==> src/rtl/sram_sp_param.sv <==
// Parametrised single-port synchronous SRAM with byte enables, 1/2-cycle
// registered read latency, out-of-range error pulse and optional post-reset
// zero-fill sequencer that holds off requests until the array is cleared.
module sram_sp_param #(
    parameter int unsigned DATA_W         = 8,
    parameter int unsigned ADDR_W         = 4,
    parameter int unsigned DEPTH          = 16,
    parameter int unsigned RD_LAT         = 1,
    parameter int unsigned CLEAR_ON_RESET = 1
) (
    input  logic                  clk,
    input  logic                  rst_n,
    input  logic                  en,
    input  logic                  w_r,
    input  logic [ADDR_W-1:0]     addr,
    input  logic [DATA_W/8-1:0]   be,
    input  logic [DATA_W-1:0]     wdata,
    output logic [DATA_W-1:0]     rdata,
    output logic                  rvalid,
    output logic                  ready,
    output logic                  err
);

    localparam int unsigned BE_W  = DATA_W / 8;
    localparam int unsigned IDX_W = (DEPTH > 1) ? $clog2(DEPTH) : 1;

    typedef enum logic {
        ST_CLEAR = 1'b0,
        ST_RUN   = 1'b1
    } state_t;

    localparam state_t ST_RST = (CLEAR_ON_RESET != 0) ? ST_CLEAR : ST_RUN;

    state_t               state_q;
    state_t               state_d;
    logic [IDX_W-1:0]     cnt_q;
    logic [IDX_W-1:0]     cnt_d;
    logic                 ready_d;
    logic                 clr_we_c;

    logic [DATA_W-1:0]    mem [DEPTH];

    logic                 acc_c;
    logic                 in_range_c;
    logic                 wr_c;
    logic                 rd_c;
    logic [IDX_W-1:0]     idx_c;
    logic [DATA_W-1:0]    rd_word_c;

    // Request decode: accept only while ready; out-of-range reads yield zero
    always_comb begin
        acc_c      = en && ready;
        in_range_c = ({1'b0, addr} < (ADDR_W+1)'(DEPTH));
        wr_c       = acc_c && w_r && in_range_c;
        rd_c       = acc_c && !w_r;
        idx_c      = IDX_W'(addr);
        rd_word_c  = '0;
        if (in_range_c) begin
            rd_word_c = mem[idx_c];
        end
    end

    // Next-state logic for the clear sweep and the ready flag
    always_comb begin
        state_d  = state_q;
        cnt_d    = cnt_q;
        ready_d  = ready;
        clr_we_c = 1'b0;
        case (state_q)
            ST_CLEAR: begin
                clr_we_c = 1'b1;
                if (cnt_q == IDX_W'(DEPTH - 1)) begin
                    state_d = ST_RUN;
                    ready_d = 1'b1;
                    cnt_d   = '0;
                end else begin
                    cnt_d = cnt_q + IDX_W'(1);
                end
            end
            ST_RUN: begin
                ready_d = 1'b1;
            end
            default: begin
                state_d = ST_RUN;
            end
        endcase
    end

    // State, sweep counter and ready registers
    always_ff @(posedge clk or negedge rst_n) begin
        if (!rst_n) begin
            state_q <= ST_RST;
            cnt_q   <= '0;
            ready   <= 1'b0;
        end else begin
            state_q <= state_d;
            cnt_q   <= cnt_d;
            ready   <= ready_d;
        end
    end

    // Storage array: clear sweep or byte-masked write (no reset on the array)
    always_ff @(posedge clk) begin
        if (clr_we_c) begin
            mem[cnt_q] <= '0;
        end else if (wr_c) begin
            for (int i = 0; i < BE_W; i++) begin
                if (be[i]) begin
                    mem[idx_c][8*i +: 8] <= wdata[8*i +: 8];
                end
            end
        end
    end

    // Error pulse one cycle after an accepted out-of-range request
    always_ff @(posedge clk or negedge rst_n) begin
        if (!rst_n) begin
            err <= 1'b0;
        end else begin
            err <= acc_c && !in_range_c;
        end
    end

    generate
        if (RD_LAT == 2) begin : g_lat2
            logic              s1_valid;
            logic [DATA_W-1:0] s1_data;

            // Two-stage read pipeline; rdata holds between reads
            always_ff @(posedge clk or negedge rst_n) begin
                if (!rst_n) begin
                    s1_valid <= 1'b0;
                    s1_data  <= '0;
                    rvalid   <= 1'b0;
                    rdata    <= '0;
                end else begin
                    s1_valid <= rd_c;
                    if (rd_c) begin
                        s1_data <= rd_word_c;
                    end
                    rvalid <= s1_valid;
                    if (s1_valid) begin
                        rdata <= s1_data;
                    end
                end
            end
        end else begin : g_lat1
            // Single-stage read; rdata holds between reads
            always_ff @(posedge clk or negedge rst_n) begin
                if (!rst_n) begin
                    rvalid <= 1'b0;
                    rdata  <= '0;
                end else begin
                    rvalid <= rd_c;
                    if (rd_c) begin
                        rdata <= rd_word_c;
                    end
                end
            end
        end
    endgenerate

endmodule

==> config.mk <==
export PLATFORM = sky130hd
export DESIGN_NAME = sram_sp_param
export DESIGN_NICKNAME = d
export VERILOG_FILES = /design/src/rtl/sram_sp_param.sv
export SDC_FILE = /design/constraint.sdc
export NUM_CORES = 1
export LEC_CHECK = 0
export BUFFER_PORTS_ARGS = -buffer_cell sky130_fd_sc_hd__buf_2
export CAP_MARGIN = 10
export CORE_UTILIZATION = 55
export CTS_CLUSTER_SIZE = 20
export DETAILED_ROUTE_END_ITERATION = 7
export GPL_TIMING_DRIVEN = 0
export PLACE_DENSITY = 0.77
export RECOVER_POWER = 100
export SYNTH_ARGS = -nofsm -noshare
export SYNTH_HDL_FRONTEND = slang
export SYNTH_SLANG_ARGS = --single-unit
==> constraint.sdc <==
create_clock -name clk -period 2 [get_ports clk]
set_input_delay 0.4 -clock clk [delete_from_list [all_inputs] [get_ports clk]]
set_output_delay 0.4 -clock clk [all_outputs]
set_load 0.02 [all_outputs]
Word level (Yosys, flattened, before mapping) --
Memories as Yosys holds them, arrays and structs flattened. A register that Yosys moved wholly into a read port is not among the register bits. Index checks and enable logic that the tools add are counted.
Word-level totals: register bits after elaboration 7, memory bits (writable) 128, input port bits 17, output and inout port bits 11, memories 1
Cells by class: add/subtract/negate cells 1, equal/unequal tests 2, multiplexer cells 13, bitwise gates (word level) 1, reductions and logical operators 6
Memory list:
- mem | words 16, width 8, rd ports 1, clocked after Yosys merged registers in 1, write ports 1, line 41 | logic [DATA_W-1:0] mem [DEPTH];
Operator list (number):
- $mux 1 | 9
- $mux 4 | 2
- $mux 8 | 1
- $reduce_or 8->1 | 1
- $add 4x1->4 const B | 1
- $eq 4x4->1 const B | 1
- $logic_and 1x1->1 | 3
- $logic_not 1->1 | 2
- $ne 2x2->1 const B | 1
- $pmux 1 s2 | 1
- $not 1->1 | 1

Depth between registers and ports, before layout --
depth in word-level cells 7, gate-level depth with buffers 7

Least setup slack after synthesis --
No wires, ideal clock.
path type input to register, start point in addr[0], end point mem mem[15][0], enable pin, library setup time 0.370 ns, data arrival time 1.878 ns, path slack -0.248 ns, stages 6, path buffers 3, cell sequence buf_2 > buf_2 > buf_4 > nand2_1 > mux2_2 > nor2_1
On the way: word-level cells in the longest chain between the ends 1
Ends and longest elaborated chain:
- start: declaration | line 15 | input logic [ADDR_W-1:0] addr,
- $mux 4 (no source line)
- end: declaration | line 41
No other way between the ends.

Worst setup path in the final report --
start point reg state_q, end point mem mem[11][7], enable pin
On the way: word-level cells in the longest chain between the ends 4
Ends and longest elaborated chain:
- start: declaration | line 34 | state_t state_q;
- start signal: assignment | line 96 | state_q <= state_d;
- $mux 1 | line 104 | if (clr_we_c) begin
- $mux 1 (not written as such) | line 109 | mem[idx_c][8*i +: 8] <= wdata[8*i +: 8];
- $reduce_or 8->1 (no source line)
- $mux 4 (no source line) / $mux 1 (equally long branches)
Several ways; a longest one is shown, not always the timed one.

==> results.yml <==
route:
  wl_mm: 12.1
  antenna_left: 0
  wl_per_cell_um: 24.9
  avgViaCountPerCell: 6.24
  first_iter_violations: 300
  drc: 0
  first_pass_iters: 5
  via_count: 3043
sta:
  relSlewSlack_pct: 47.2
  setup_viol: 0
  setup_tns_ns: 0
  fmax_ghz: 0.515
  worstMarginPinSlew_ns: 0.792
  maxSlewViolCount: 0
  layout_min_cycle_time_ns: 1.94
  fin_skew_ns: 0.0121
  finalHoldViolCount: 0
  min_period_over_period_pct: 97.2
cells_and_area:
  syn_to_final_growth_pct: 20.7
  drive_gt1_share_pct: 36.1
  final_cells: 488
  nFillCells: 585
  fin_area_sq_um: 6920
  antenna_cells: 0
  layout.nets: 360
yosys:
  yosysUniqueCellTypes: 33
  synth_top_area_share_pct: 67.1
  yosysWarnings: 0
  synth_top_area_cell: "edfxtp_1"
  synth-seq-area-share_pct: 73.6
  synthCells: 290
  ys_ff_latch: 143
  netlist_top_cells_area: "edfxtp_1, mux4_2, dfrtp_1"
  synth_area_sq_um: 5730
  synth_nets: 308
  avgSynthCellArea_sq_um: 19.8
clocking:
  clk_latency_ns: 0.53
  root_buffer: "clkbuf_8"
  htree_num_levels: 4
  path_clk_slew_ns: 0.06
  tritoncts: "yes"
  numCtsBuffers: 17
  cts_max_path_buffers: 2
  clock-sinks: 143
worst_setup_path:
  worstPathCellList: "nand3_1, nor2_4, buf_4, a32oi_2, nor2_4, buf_12"
  cp-start-kind: "register"
  slowest_delay_ns: 0.59
  worstPathMaxFanout: 8
  critPathBufInv: 2
  cp_slowest_cell: "a32oi_2"
  setup.worst_path.end_class: "register"
  cpLargestDelayFamily: "compound AO/OA/AOI/OAI gates"
  crit_top_cell: "nor2_4"
  critical_path_class: "register to register"
  crit_required_ns: 2.29
  worst_ep_arrival_time_ns: 2.23
global_routing:
  grt_usage_pct: 24.7
  grt_overflow: 0
  grt_pass1_wl_mm: 18.6
  antenna_found_initial: 0
  grt_pass1_vias: 3006
  grt_max_degree: 17
die:
  core_sq_um: 9950
  num_rows: 36
  start_util_pct: 57.6
  ios: 28
  chipWidth_um: 104
  dieArea_sq_um: 10800
  chipHeight_um: 104
placement:
  place.gp.congestion: 0.807
  hpwl_mm: 7.34
  placedCellCount: 445
  dpl_cell_area_sq_um: 6040
  io_buffers: 22
worst_hold_path:
  hp-class: "input port to register"
power:
  cellPowerDensity_nw_per_um2: 947
  seqPwrFrac_pct: 49.7
  clock_power_share_pct: 46.1
  sw_frac_of_total_pct: 20.2
  finalPower_mw: 6.55
  p_leak_nw: 2.64
  switching_power_mw: 1.32
  comb_power_share_pct: 4.2
  ir_worst_vdd_uv: 881
  power.internal_mw: 5.23
job:
  drv_cap: 0
status:
  status: "completed"
-- cells by family after synthesis --
kind of cell | synth area share [%]
mux | 16.8
xor+xnor | 0.153
buf+inv | 2.05
other cells | 0.0655
flops | 73.6
fa+ha+maj | 0.218
simple gates | 4.50
compound gates | 2.60
-- power groups by stage --
stage / Sequential (mW) / Combinational [mW] / Clock, mW
after global placement: 3.32 / 0.247 / 0
after CTS: 3.26 / 0.275 / 3.03
after global routing: 3.26 / 0.293 / 3.16
final: 3.26 / 0.274 / 3.02
after floorplan: 3.34 / 0.153 / 0
after detailed placement: 3.32 / 0.253 / 0
-- synth_stat cells --
master,instances
edfxtp_1,128
mux4_2,23
nor2_1,22
dfrtp_1,15
mux2i_1,12
mux2_2,10
and2_1,8
mux4_1,8
nor3_1,8
a221o_1,7
buf_2,6
nand2_1,5
buf_4,4
nor2b_1,4
a32oi_1,3
clkbuf_1,3
inv_1,3
nand3_1,3
a31oi_1,2
nand2b_1,2
o21ai_0,2
a21oi_1,1
a2bb2oi_1,1
a31o_2,1
buf_12,1
buf_6,1
conb_1,1
ha_1,1
inv_2,1
nand3b_1,1
o31ai_1,1
or2_2,1
xnor2_1,1
-- worst reg2reg max path: cells and delay by family (launching register included) --
kind / cells / cell delay [ns]
buffers and inverters: 2 / 0.32
DFF: 1 / 0.46
and+or+nand+nor: 3 / 0.33
AOI/OAI and AO/OA: 1 / 0.59
-- state kept, by name (all words and copies together) (netlist names) --
name / count
cnt_q: 4
mem: 128
rdata: 8
ready: 1
rvalid: 1
state_q: 1
-- stage by stage --
| step | hold WS, ns | setup slack (ns) | utilization, % |
|---|---|---|---|
| finish | 0.368 | 0.0570 | 69.5 |
| global route | 0.358 | -0.00109 | 69.5 |
| CTS | 0.283 | 0.0319 | 69.3 |
| detailed placement | 0.313 | -0.657 | 60.7 |
| global placement | 0.308 | -0.561 | 60.7 |
| floorplan | 0.104 | -0.0105 | - |
-- layout by cell type (no fill, tap or decap), types with 5 or more instances in the layout --
cell       instances
edfxtp_1         128
nor2_1             5
buf_12             6
mux4_1             8
mux2_2             9
clkbuf_16         16
nor2_4            14
nor3_1             8
clkbuf_1          13
mux2i_1            9
mux4_2            23
and2_2             7
nand2_1            5
dfrtp_1           14
buf_2             15
a221o_1            7
buf_4             11
clkinv_1           5
-- final timing paths --
path / start / end / slack, ns / depth (start not counted)
max: state_q / mem[11][7] / 0.06 / 6
min: addr[3] / rdata[3] / 0.37 / 3
max reg2reg: state_q / mem[11][7] / 0.06 / 6
min reg2reg: rdata[3] / rdata[3] / 0.52 / 1
max in group asynchronous: rst_n / state_q / 1.05 / 2
min in group asynchronous: rst_n / cnt_q[3] / 0.44 / 2
-- final cells by class --
cell class / instances / area [sq um] / share of cell area (%)
flip-flops and latches: 143 / 4220 / 61.0
multi-input cells: 128 / 1590 / 23.0
clock buffers: 18 / 418 / 6.04
repair buffers: 34 / 251 / 3.64
well taps: 133 / 166 / 2.41
clock inverters: 14 / 149 / 2.15
plain buffers: 14 / 103 / 1.48
inverters: 4 / 15.0 / 0.217
-- per-layer routing --
layer,track usage [%],vias up,part of all wire [%]
li1,-,1289,-
met5,0,-,0
met1,36.2,1592,44
met3,5.76,18,6.2
met4,10.0,0,1.7
met2,36.1,144,48
-- repair_timing --
action                                  in CTS  in global routing
pin swaps                                    8                  1
gates resized for setup                     29                 12
endpoints found under the setup margin     256                178
buffers inserted                            11                  0
hold endpoints to repair                    15                  0
hold buffers                                 1                  0
Power figures use the tool's default switching activity.
